## config.mk

```make
export PLATFORM = sky130hd
export DESIGN_NAME = embed_sched_flat
export DESIGN_NICKNAME = d
export VERILOG_FILES = /design/src/rtl/embed_pkg.sv /design/src/rtl/embed_sched_if.sv /design/src/rtl/embed_sched.sv /design/src/flat_wrapper.sv
export SDC_FILE = /design/constraint.sdc
export NUM_CORES = 1
export LEC_CHECK = 0
export BUFFER_PORTS_ARGS = -buffer_cell sky130_fd_sc_hd__buf_2
export CORE_MARGIN = 4
export CORE_UTILIZATION = 60
export DETAILED_ROUTE_END_ITERATION = 16
export PLACE_DENSITY = 0.8
export SYNTH_ARGS = -nofsm -noshare
export SYNTH_HDL_FRONTEND = slang
export SYNTH_SLANG_ARGS = --single-unit
```

## constraint.sdc

```tcl
create_clock -name clk -period 9.6 [get_ports clk]
set_input_delay 0.96 -clock clk [delete_from_list [all_inputs] [get_ports clk]]
set_output_delay 0.96 -clock clk [all_outputs]
set_load 0.01 [all_outputs]
```

## src/rtl/embed_pkg.sv

```systemverilog
// Shared types and widths for the embedding token scheduler.
package embed_pkg;
  localparam int CNT_W     = 7;
  localparam int FRAME_W   = 24;
  localparam int OFF_W     = 16;
  localparam int NUM_W     = 12;
  localparam int GAP_W     = 7;
  localparam int PROD_W    = NUM_W + GAP_W;
  localparam int CHUNK_MAX = 64;

  typedef enum logic [2:0] {IDLE, CHECK, OFFSET, EMBED, TAIL, DONE} state_t;

  // Largest chunk of pass-through bits one token may carry.
  function automatic logic [CNT_W-1:0] chunk(input logic [FRAME_W-1:0] left);
    return (left > FRAME_W'(CHUNK_MAX)) ? CNT_W'(CHUNK_MAX) : left[CNT_W-1:0];
  endfunction
endpackage

```

## src/rtl/embed_sched_if.sv

```systemverilog
// Config, token FIFO and status bundle between a controller and embed_sched.
interface embed_sched_if;
  import embed_pkg::*;
  logic               clk_en;
  logic               cfg_start;
  logic [FRAME_W-1:0] cfg_frame_bits;
  logic [OFF_W-1:0]   cfg_offset;
  logic [GAP_W-1:0]   cfg_gap;
  logic [NUM_W-1:0]   cfg_count;
  logic               cfg_extend;
  logic               cfg_abort;
  logic               tok_afull;
  logic [CNT_W-1:0]   tok_cnt;
  logic               tok_sign;
  logic               tok_extend;
  logic               tok_wr;
  logic               busy;
  logic               done;
  logic               cfg_err;

  modport master (
    output clk_en, cfg_start, cfg_frame_bits, cfg_offset, cfg_gap, cfg_count,
           cfg_extend, cfg_abort, tok_afull,
    input  tok_cnt, tok_sign, tok_extend, tok_wr, busy, done, cfg_err
  );
  modport slave (
    input  clk_en, cfg_start, cfg_frame_bits, cfg_offset, cfg_gap, cfg_count,
           cfg_extend, cfg_abort, tok_afull,
    output tok_cnt, tok_sign, tok_extend, tok_wr, busy, done, cfg_err
  );
endinterface

```

## src/rtl/embed_sched.sv

```systemverilog
// Splits a video frame into offset / sign / tail tokens for the bit replacer FIFO.
module embed_sched
  import embed_pkg::*;
(
  input  logic          clk,
  input  logic          rst,
  embed_sched_if.slave  bus
);
  state_t             state_q, state_d, ph;
  logic [OFF_W-1:0]   off_q, off_d;
  logic [FRAME_W-1:0] bits_q, bits_d;
  logic [NUM_W-1:0]   num_q, num_d;
  logic [GAP_W-1:0]   gap_q, gap_d;
  logic               ext_q, ext_d;
  logic [PROD_W-1:0]  prod_q, prod_d;
  logic               tok_wr_q, tok_wr_d, tok_sign_q, tok_sign_d, tok_ext_q, tok_ext_d;
  logic [CNT_W-1:0]   tok_cnt_q, tok_cnt_d, c;
  logic [FRAME_W:0]   need;
  logic               en, bad;

  assign en = bus.clk_en & ~bus.tok_afull;

  always_comb begin
    state_d    = state_q;
    off_d      = off_q;
    bits_d     = bits_q;
    num_d      = num_q;
    gap_d      = gap_q;
    ext_d      = ext_q;
    prod_d     = prod_q;
    tok_wr_d   = 1'b0;
    tok_cnt_d  = tok_cnt_q;
    tok_sign_d = tok_sign_q;
    tok_ext_d  = tok_ext_q;
    ph         = state_q;
    c          = '0;
    // bits_q still holds the whole frame length while in CHECK
    need = (FRAME_W+1)'(off_q) + (FRAME_W+1)'(prod_q);
    bad  = (gap_q == '0) || (ext_q && gap_q < GAP_W'(2)) || (need > {1'b0, bits_q});
    if (en) begin
      if (state_q == IDLE) begin
        if (bus.cfg_start) begin
          bits_d  = bus.cfg_frame_bits;
          off_d   = bus.cfg_offset;
          gap_d   = bus.cfg_gap;
          num_d   = bus.cfg_count;
          ext_d   = bus.cfg_extend;
          prod_d  = PROD_W'(bus.cfg_count) * PROD_W'(bus.cfg_gap);
          state_d = CHECK;
        end
      end else if (bus.cfg_abort || state_q == DONE || (state_q == CHECK && bad)) begin
        state_d = IDLE;
      end else begin
        // Empty phases fall through so a token goes out every enabled cycle.
        ph = (state_q == CHECK) ? OFFSET : state_q;
        if (ph == OFFSET && off_q == '0) ph = EMBED;
        if (ph == EMBED && num_q == '0)  ph = TAIL;
        if (ph == TAIL && bits_q == '0)  ph = DONE;
        case (ph)
          OFFSET: begin
            c          = chunk(FRAME_W'(off_q));
            tok_wr_d   = 1'b1;
            tok_cnt_d  = c;
            tok_sign_d = 1'b0;
            tok_ext_d  = 1'b0;
            off_d      = off_q - OFF_W'(c);
            bits_d     = bits_q - FRAME_W'(c);
            state_d    = (off_q == OFF_W'(c)) ? EMBED : OFFSET;
          end
          EMBED: begin
            tok_wr_d   = 1'b1;
            tok_cnt_d  = gap_q;
            tok_sign_d = 1'b1;
            tok_ext_d  = ext_q;
            num_d      = num_q - NUM_W'(1);
            bits_d     = bits_q - FRAME_W'(gap_q);
            state_d    = (num_q == NUM_W'(1)) ? TAIL : EMBED;
          end
          TAIL: begin
            c          = chunk(bits_q);
            tok_wr_d   = 1'b1;
            tok_cnt_d  = c;
            tok_sign_d = 1'b0;
            tok_ext_d  = 1'b0;
            bits_d     = bits_q - FRAME_W'(c);
            state_d    = (bits_q == FRAME_W'(c)) ? DONE : TAIL;
          end
          default: state_d = DONE;
        endcase
      end
    end
  end

  always_ff @(posedge clk) begin
    if (rst) begin
      state_q    <= IDLE;
      off_q      <= '0;
      bits_q     <= '0;
      num_q      <= '0;
      gap_q      <= '0;
      ext_q      <= 1'b0;
      prod_q     <= '0;
      tok_wr_q   <= 1'b0;
      tok_cnt_q  <= '0;
      tok_sign_q <= 1'b0;
      tok_ext_q  <= 1'b0;
    end else begin
      state_q    <= state_d;
      off_q      <= off_d;
      bits_q     <= bits_d;
      num_q      <= num_d;
      gap_q      <= gap_d;
      ext_q      <= ext_d;
      prod_q     <= prod_d;
      tok_wr_q   <= tok_wr_d;
      tok_cnt_q  <= tok_cnt_d;
      tok_sign_q <= tok_sign_d;
      tok_ext_q  <= tok_ext_d;
    end
  end

  assign bus.tok_wr     = tok_wr_q;
  assign bus.tok_cnt    = tok_cnt_q;
  assign bus.tok_sign   = tok_sign_q;
  assign bus.tok_extend = tok_ext_q;
  assign bus.busy       = (state_q != IDLE);
  assign bus.done       = (state_q == DONE);
  assign bus.cfg_err    = (state_q == CHECK) && bad;
endmodule

```

## src/flat_wrapper.sv

```systemverilog
// flat-port wrapper written by rule: the top's interface ports become plain ports
module embed_sched_flat import embed_pkg::*;
  (clk, rst, bus_clk_en, bus_cfg_start, bus_cfg_frame_bits, bus_cfg_offset, bus_cfg_gap, bus_cfg_count, bus_cfg_extend, bus_cfg_abort, bus_tok_afull, bus_tok_cnt, bus_tok_sign, bus_tok_extend, bus_tok_wr, bus_busy, bus_done, bus_cfg_err);
  embed_sched_if bus_i ();
  input  logic clk;
  input  logic rst;
  input wire logic [$bits(bus_i.clk_en)-1:0] bus_clk_en;
  input wire logic [$bits(bus_i.cfg_start)-1:0] bus_cfg_start;
  input wire logic [$bits(bus_i.cfg_frame_bits)-1:0] bus_cfg_frame_bits;
  input wire logic [$bits(bus_i.cfg_offset)-1:0] bus_cfg_offset;
  input wire logic [$bits(bus_i.cfg_gap)-1:0] bus_cfg_gap;
  input wire logic [$bits(bus_i.cfg_count)-1:0] bus_cfg_count;
  input wire logic [$bits(bus_i.cfg_extend)-1:0] bus_cfg_extend;
  input wire logic [$bits(bus_i.cfg_abort)-1:0] bus_cfg_abort;
  input wire logic [$bits(bus_i.tok_afull)-1:0] bus_tok_afull;
  output wire logic [$bits(bus_i.tok_cnt)-1:0] bus_tok_cnt;
  output wire logic [$bits(bus_i.tok_sign)-1:0] bus_tok_sign;
  output wire logic [$bits(bus_i.tok_extend)-1:0] bus_tok_extend;
  output wire logic [$bits(bus_i.tok_wr)-1:0] bus_tok_wr;
  output wire logic [$bits(bus_i.busy)-1:0] bus_busy;
  output wire logic [$bits(bus_i.done)-1:0] bus_done;
  output wire logic [$bits(bus_i.cfg_err)-1:0] bus_cfg_err;
  assign bus_i.clk_en = bus_clk_en;
  assign bus_i.cfg_start = bus_cfg_start;
  assign bus_i.cfg_frame_bits = bus_cfg_frame_bits;
  assign bus_i.cfg_offset = bus_cfg_offset;
  assign bus_i.cfg_gap = bus_cfg_gap;
  assign bus_i.cfg_count = bus_cfg_count;
  assign bus_i.cfg_extend = bus_cfg_extend;
  assign bus_i.cfg_abort = bus_cfg_abort;
  assign bus_i.tok_afull = bus_tok_afull;
  assign bus_tok_cnt = bus_i.tok_cnt;
  assign bus_tok_sign = bus_i.tok_sign;
  assign bus_tok_extend = bus_i.tok_extend;
  assign bus_tok_wr = bus_i.tok_wr;
  assign bus_busy = bus_i.busy;
  assign bus_done = bus_i.done;
  assign bus_cfg_err = bus_i.cfg_err;
  embed_sched u_core (.clk(clk), .rst(rst), .bus(bus_i));
endmodule
```

Word-level counts from Yosys, hierarchy flattened
Cells that the tools add are included.

storage, ports and cells
  flip-flop bits (word level) = 92
  bits of input ports = 66
  output and inout bits = 13

cells by class
  add/sub/neg operators = 6
  multipliers = 1
  order comparisons = 4
  equality and inequality tests = 13
  multiplexer cells = 38
  bitwise operators = 5
  reduce and logical (&&, ||, !) cells = 30

operators with widths
  operator               number
  $mux 24                3
  $pmux 24 s3            1
  $sub 24x7->24          3
  $mux 16                4
  $mux 3                 17
  $mux 12                4
  $gt 25x24->1           1
  $eq 24x7->1            1
  $gt 24x7->1 const B    1
  $logic_not 24->1       1
  $pmux 7 s3             1
  $add 16x19->20         1
  $reduce_and 4->1       5
  $mul 12x7->19          1
  $eq 16x7->1            1
  $gt 16x7->1 const B    1
  $logic_not 16->1       1
  $sub 16x7->16          1
  $mux 7                 2
  $eq 12x1->1 const B    1
  $eq 3x2->1 const B     4
  $logic_not 12->1       1
  $sub 12x1->12 const B  1
  $eq 3x3->1 const B     3
  21 further kinds       37

Longest topological paths before layout
  depth after elaboration = 25
  depth in mapped cells = 22

Least setup slack after synthesis
OpenSTA, ideal clock, no wires.

  path type = input to register
  from = input bus_cfg_gap[6]
  to = register u_core.prod_q[18]
  library setup time = 0.132 ns
  data arrival time = 5.438 ns
  data required time = 9.468 ns
  slack = 4.031 ns
  stages on the path = 16
  path buffers = 1
  cells stage by stage = clkbuf_1 -> nand2_1 -> fa_1 -> inv_1 -> fa_1 -> fa_1 -> fa_1 -> ha_1 -> or2_2 -> a21oi_1 -> and3b_1 -> o31a_1 -> a311oi_1 -> o21a_1 -> mux2i_1 -> nor3_1

between the ends
  cells in the longest elaborated chain, start to end = 1

RTL lines
  element               line                text
  start, declared       flat_wrapper.sv:11  input wire logic [$bits(bus_i.cfg_gap)-1:0] bus_cfg_gap;
  $mul 12x7->19         embed_sched.sv:48   prod_d = PROD_W'(bus.cfg_count) * PROD_W'(bus.cfg_gap);
  end signal, assigned  embed_sched.sv:114  prod_q <= prod_d;
  end, declared         embed_sched.sv:15   logic [PROD_W-1:0] prod_q, prod_d;

Every way passes these cells.
A chain may end at the register's enable or synchronous reset.

Worst setup path in the final report
  from = register u_core.off_q[0]
  to = register u_core.bits_q[3]

between the ends
  cells in the longest elaborated chain, start to end = 22
  elaborated cells between the ends (all ways) = 35
  classes of those cells = 2 x add/sub; 2 x order compare; 6 x eq/ne; 16 x mux; 9 x reduce/logical

RTL lines
  element                                   line                text
  start, declared                           embed_sched.sv:10   logic [OFF_W-1:0] off_q, off_d;
  start signal, assigned                    embed_sched.sv:97   off_q <= '0;
  start signal, assigned                    embed_sched.sv:109  off_q <= off_d;
  $logic_not 16->1                          embed_sched.sv:56   if (ph == OFFSET && off_q == '0) ph = EMBED;
  $logic_and 1x1->1                         embed_sched.sv:56
  $mux 3                                    embed_sched.sv:56
  $mux 3                                    embed_sched.sv:51   end else if (bus.cfg_abort || state_q == DONE || (state_q == CHECK && bad)) begin
  $mux 3                                    embed_sched.sv:41   if (state_q == IDLE) begin
  $mux 3                                    embed_sched.sv:40   if (en) begin
  $eq 3x2->1                                embed_sched.sv:57   if (ph == EMBED && num_q == '0) ph = TAIL;
  $logic_and 1x1->1                         embed_sched.sv:57
  [6 not listed]                            n/a
  $mux 3                                    embed_sched.sv:58   if (ph == TAIL && bits_q == '0) ph = DONE;
  $mux 3                                    embed_sched.sv:51
  $mux 3                                    embed_sched.sv:41
  $mux 3                                    embed_sched.sv:40
  $eq 3x3->1 or $eq 3x2->1 (tied branches)  embed_sched.sv:59   case (ph)
  $pmux 24 s3                               embed_sched.sv:59
  $mux 24                                   embed_sched.sv:51
  $mux 24                                   embed_sched.sv:41
  end signal, assigned                      embed_sched.sv:110  bits_q <= bits_d;
  end, declared                             embed_sched.sv:11   logic [FRAME_W-1:0] bits_q, bits_d;

Parallel ways exist; a longest one is shown, timed or not. The select of a mux whose other input is x is not followed.

==> results.txt <==
The run gives 0.524 as the share of power burned in combinational logic. In this run the standard cell core region covers 0.0152 sq mm. STA classifies the critical path endpoint as a register.

The area growth from synthesis to layout is 8.26%. STA puts the critical path data arrival time at 6.37 ns. After routing, the total negative slack on setup checks comes to 0 ns. The tools report the overall global routing resource usage as 0.301. TritonCTS built the clock tree.

Worst IR drop on VDD: 107 uV. For the global-route wire length before repair, the log shows 43700 um. By area the synthesized netlist is led by dfxtp_1 (20%), ha_1 (11%), fa_1 (11%). The H-tree was split into 3 levels. The register area share after synthesis was 0.198. The number of warning messages in the yosys log is 0, and the overall die width is 132 um. The routed design has 26800 um of wire. The layout cell share with drive strength beyond 1 works out to 0.0990.

Once the clock tree was built, the resizer swapped 0 gates to a different size. For this run, the leading register cell type out of synthesis is dfxtp_1. The aggregate global routing overflow is 0. Sorting the synthesized cells by how often they occur yields nand2_1 (197), a21oi_1 (103), inv_1 (96).

The run gives 1452 as the count of placed standard cells in the final layout, fillers left out. The number of distinct library cells after synthesis is 72, and the post-synthesis sequential element count is 92. The portion of total power attributed to sequential cells is 0.256.

After layout, the design draws a total of 1720 uW. Setup repair after global routing left no endpoint under its margin. In this run the count of I/O pins placed on the die edge is 79.

The count of nets left with antenna violations once routing finished came out at 0. The dominant cell by count in the synthesized netlist is nand2_1. Critical path class: register to register. The routed length on met2 is 12600 um, and the initial antenna violation count is 0. Across the run, the number of max-cap violations was 0. The actual transition at the worst max-transition pin is 1.31 ns, and the count of TritonRoute iterations in the first routing pass is 6.

The die covers 0.0175 sq mm. Signal routing reaches up to met4. Leakage power of the design: 0.00444 uW.

The clock edge transition at the registers on the reported setup and hold paths was 0.08 ns. The number of rows in the core area was 45; the switching portion of total power was 0.436. The via count of the first global-routing pass is 8930, and the fill cell instance count of the final layout is 1391. The logs give 82 for the pin count of the biggest net entering global routing and 0.00930 sq mm for the netlist area before placement. The total placed cells including tap cells was 1435; the final weighted congestion of routability-driven global placement was 0.950. For this block, wires on met1 add up to 11100 um. The proportion of synthesized flip-flops having asynchronous set or reset came out at 0.

The final hold violation count came out at 0. The post-route fraction of the period consumed by the critical path was 0.631. Internal power: 968 uW. For the net switching component of the power, the log shows 748 uW. For the number of buffers on the longest clock path, the log shows 2.

In this run the clock root is driven by a clkbuf_16. The detailed-route via count was 9348; the worst path required time was 9.91 ns. The synthesized design contains 0 enable-type register cells.

The final-report setup violation count was 0. The share of power burned in the clock network came out at 0.220. The biggest area contributor in the post-synthesis netlist is dfxtp_1. Between clock sinks in the finished design, the worst skew comes to 0.0127 ns.

The post-synthesis instance total is 1220, and the area share of the leading cell type in the synthesized netlist is 0.198. Total power per unit cell area: 170 mW/mm^2. The min-delay analysis places its worst path in the category register to register. The count of routing violations after the opening detailed-route iteration is 809, and the sum of met3 wire segment lengths after detailed routing is 2150 um.

Peak clock frequency supported by timing: 0.165 GHz. After detailed routing, the number of vias per cell comes to 6.44. Port buffering added 78 buffers. The tools report the relative max-transition margin as 0.124.

The initial core utilization is 0.612. Dividing the detail-routed wire length by the instance count gives 18.5 um. The synthesized area per cell was 7.62 sq um.

Counting the buffers created by CTS gives 9. Along the worst path, the maximum fanout reaches 23. The number of hold buffers added after CTS was 0. Detailed placement finished with a half-perimeter wire length of 20400 um. Counting I/O delays and the setup requirement, the final critical path takes 6.06 ns. After the last flow step, the layout net total stands at 1459. For the number of max-slew violations in the final report, the log shows 0. The tools report the launching element type of the critical path as a register.

The logs give 0 for the post-CTS setup-driven buffer insertion count and 0.37 ns for the clock network latency to the later pin of the worst-skew pair. The run finished with clean final reports. The clock net in this run drives a total of 92 sinks. The die is 132 um tall. For this run, design rule violations remaining after detail routing come to 0.
==> worst max-delay path, cell delays in order (launching register included) <==
cell	delay, ns
dfxtp_1	0.40
ha_1	0.22
inv_1	0.06
fa_1	0.40
nor2b_1	0.12
o21ai_0	0.14
a211oi_1	0.25
nor2_1	0.10
a311oi_1	0.30
a41oi_1	0.20
nor2b_1	0.18
xnor2_1	0.17
ha_1	0.28
a211o_1	0.27
o221ai_1	0.23
a31oi_1	0.18
o41ai_1	0.73
nand3_1	0.88
nor2_1	0.64
a32o_1	0.25
==> kinds of logic (layout without fill, tap and decap cells) <==
kind of cell,Yosys count,in the layout,share of synthesized area
XOR/XNOR,34,34,0.0320
flip-flops,92,92,0.198
multiplexers,5,5,0.00538
buffers and inverters,159,201,0.0669
AND/OR/NAND/NOR,461,461,0.229
other,1,3,0.000403
AO/OA/AOI/OAI,333,333,0.245
adder cells (fa/ha/maj),135,135,0.223
==> power by group through the flow <==
| stage | Clock (uW) | Sequential [uW] | Combinational, uW |
|---|---|---|---|
| 2_1_floorplan | 0 | 436 | 699 |
| 3_3_place_gp | 0 | 445 | 860 |
| 3_5_place_dp | 0 | 446 | 882 |
| 4_1_cts | 380 | 438 | 892 |
| 5_1_grt | 396 | 443 | 1010 |
| 6_report | 377 | 439 | 899 |
==> final timing paths <==
check	startpoint	to	slack, ns	cells past startpoint
setup / recovery	u_core.off_q[0]	u_core.bits_q[3]	3.54	19
hold / removal	u_core.bus.tok_extend	u_core.bus.tok_extend	0.46	2
setup reg to reg	u_core.off_q[0]	u_core.bits_q[3]	3.54	19
hold reg to reg	u_core.bus.tok_extend	u_core.bus.tok_extend	0.46	2
==> placed cells by master, fill, tap and decap left out, types with 7 or more instances in the layout <==
cell and count:
a22oi_1 11, buf_2 78, a21o_1 9, o21ai_0 54
nand3_1 29, nor3_1 33, dfxtp_1 92, nand2_1 197
inv_1 96, a221oi_1 13, fa_1 51, a21oi_1 103
o211ai_1 11, nor2b_1 14, xor2_1 10, and2_1 35
nand2b_1 9, o32ai_1 16, or3_1 10, xnor2_1 24
buf_4 9, o31ai_1 11, nor2_1 85, a22o_1 7
ha_1 84, clkbuf_16 9, nand4_1 14, a211oi_1 18
==> flip-flops by register name, summed over array words and instances, names as in the netlist <==
name / count
u_core.state_q: 3
u_core.ext_q: 1
u_core.bus.tok_extend: 1
u_core.bus.tok_wr: 1
u_core.num_q: 12
u_core.bus.tok_sign: 1
u_core.off_q: 16
u_core.prod_q: 19
u_core.bits_q: 24
u_core.bus.tok_cnt: 7
u_core.gap_q: 7
==> layout make-up <==
| class | instances | area, sq um | area share |
|---|---|---|---|
| multi-input cells | 970 | 6850 | 0.680 |
| well taps | 188 | 235 | 0.0234 |
| diodes | 1 | 2.50 | 0.000249 |
| clock buffers | 9 | 225 | 0.0224 |
| flip-flops and latches | 92 | 1840 | 0.183 |
| clock inverters | 7 | 88.8 | 0.00883 |
| inverters | 98 | 368 | 0.0365 |
| repair buffers | 87 | 458 | 0.0455 |
==> through the flow <==
stage / cell area [sq um] / setup WS, ns / utilization / hold slack, ns
global placement: 9750 / 3.86 / 0.641 / 0.441
CTS: 10100 / 3.67 / 0.662 / 0.463
finish: 10100 / 3.54 / 0.662 / 0.458
floorplan: 9300 / 4.03 / - / 0.436
detailed placement: 9750 / 3.69 / 0.641 / 0.455
global route: 10100 / 2.96 / 0.662 / 0.481
==> metal layers <==
| layer | up-vias | global-route usage |
|---|---|---|
| met5 | - | 0 |
| met4 | 0 | 0.113 |
| met3 | 74 | 0.0517 |
| met2 | 437 | 0.506 |
| met1 | 4419 | 0.390 |
| li1 | 4418 | - |
Note: power is estimated with default switching activity, not from simulation.
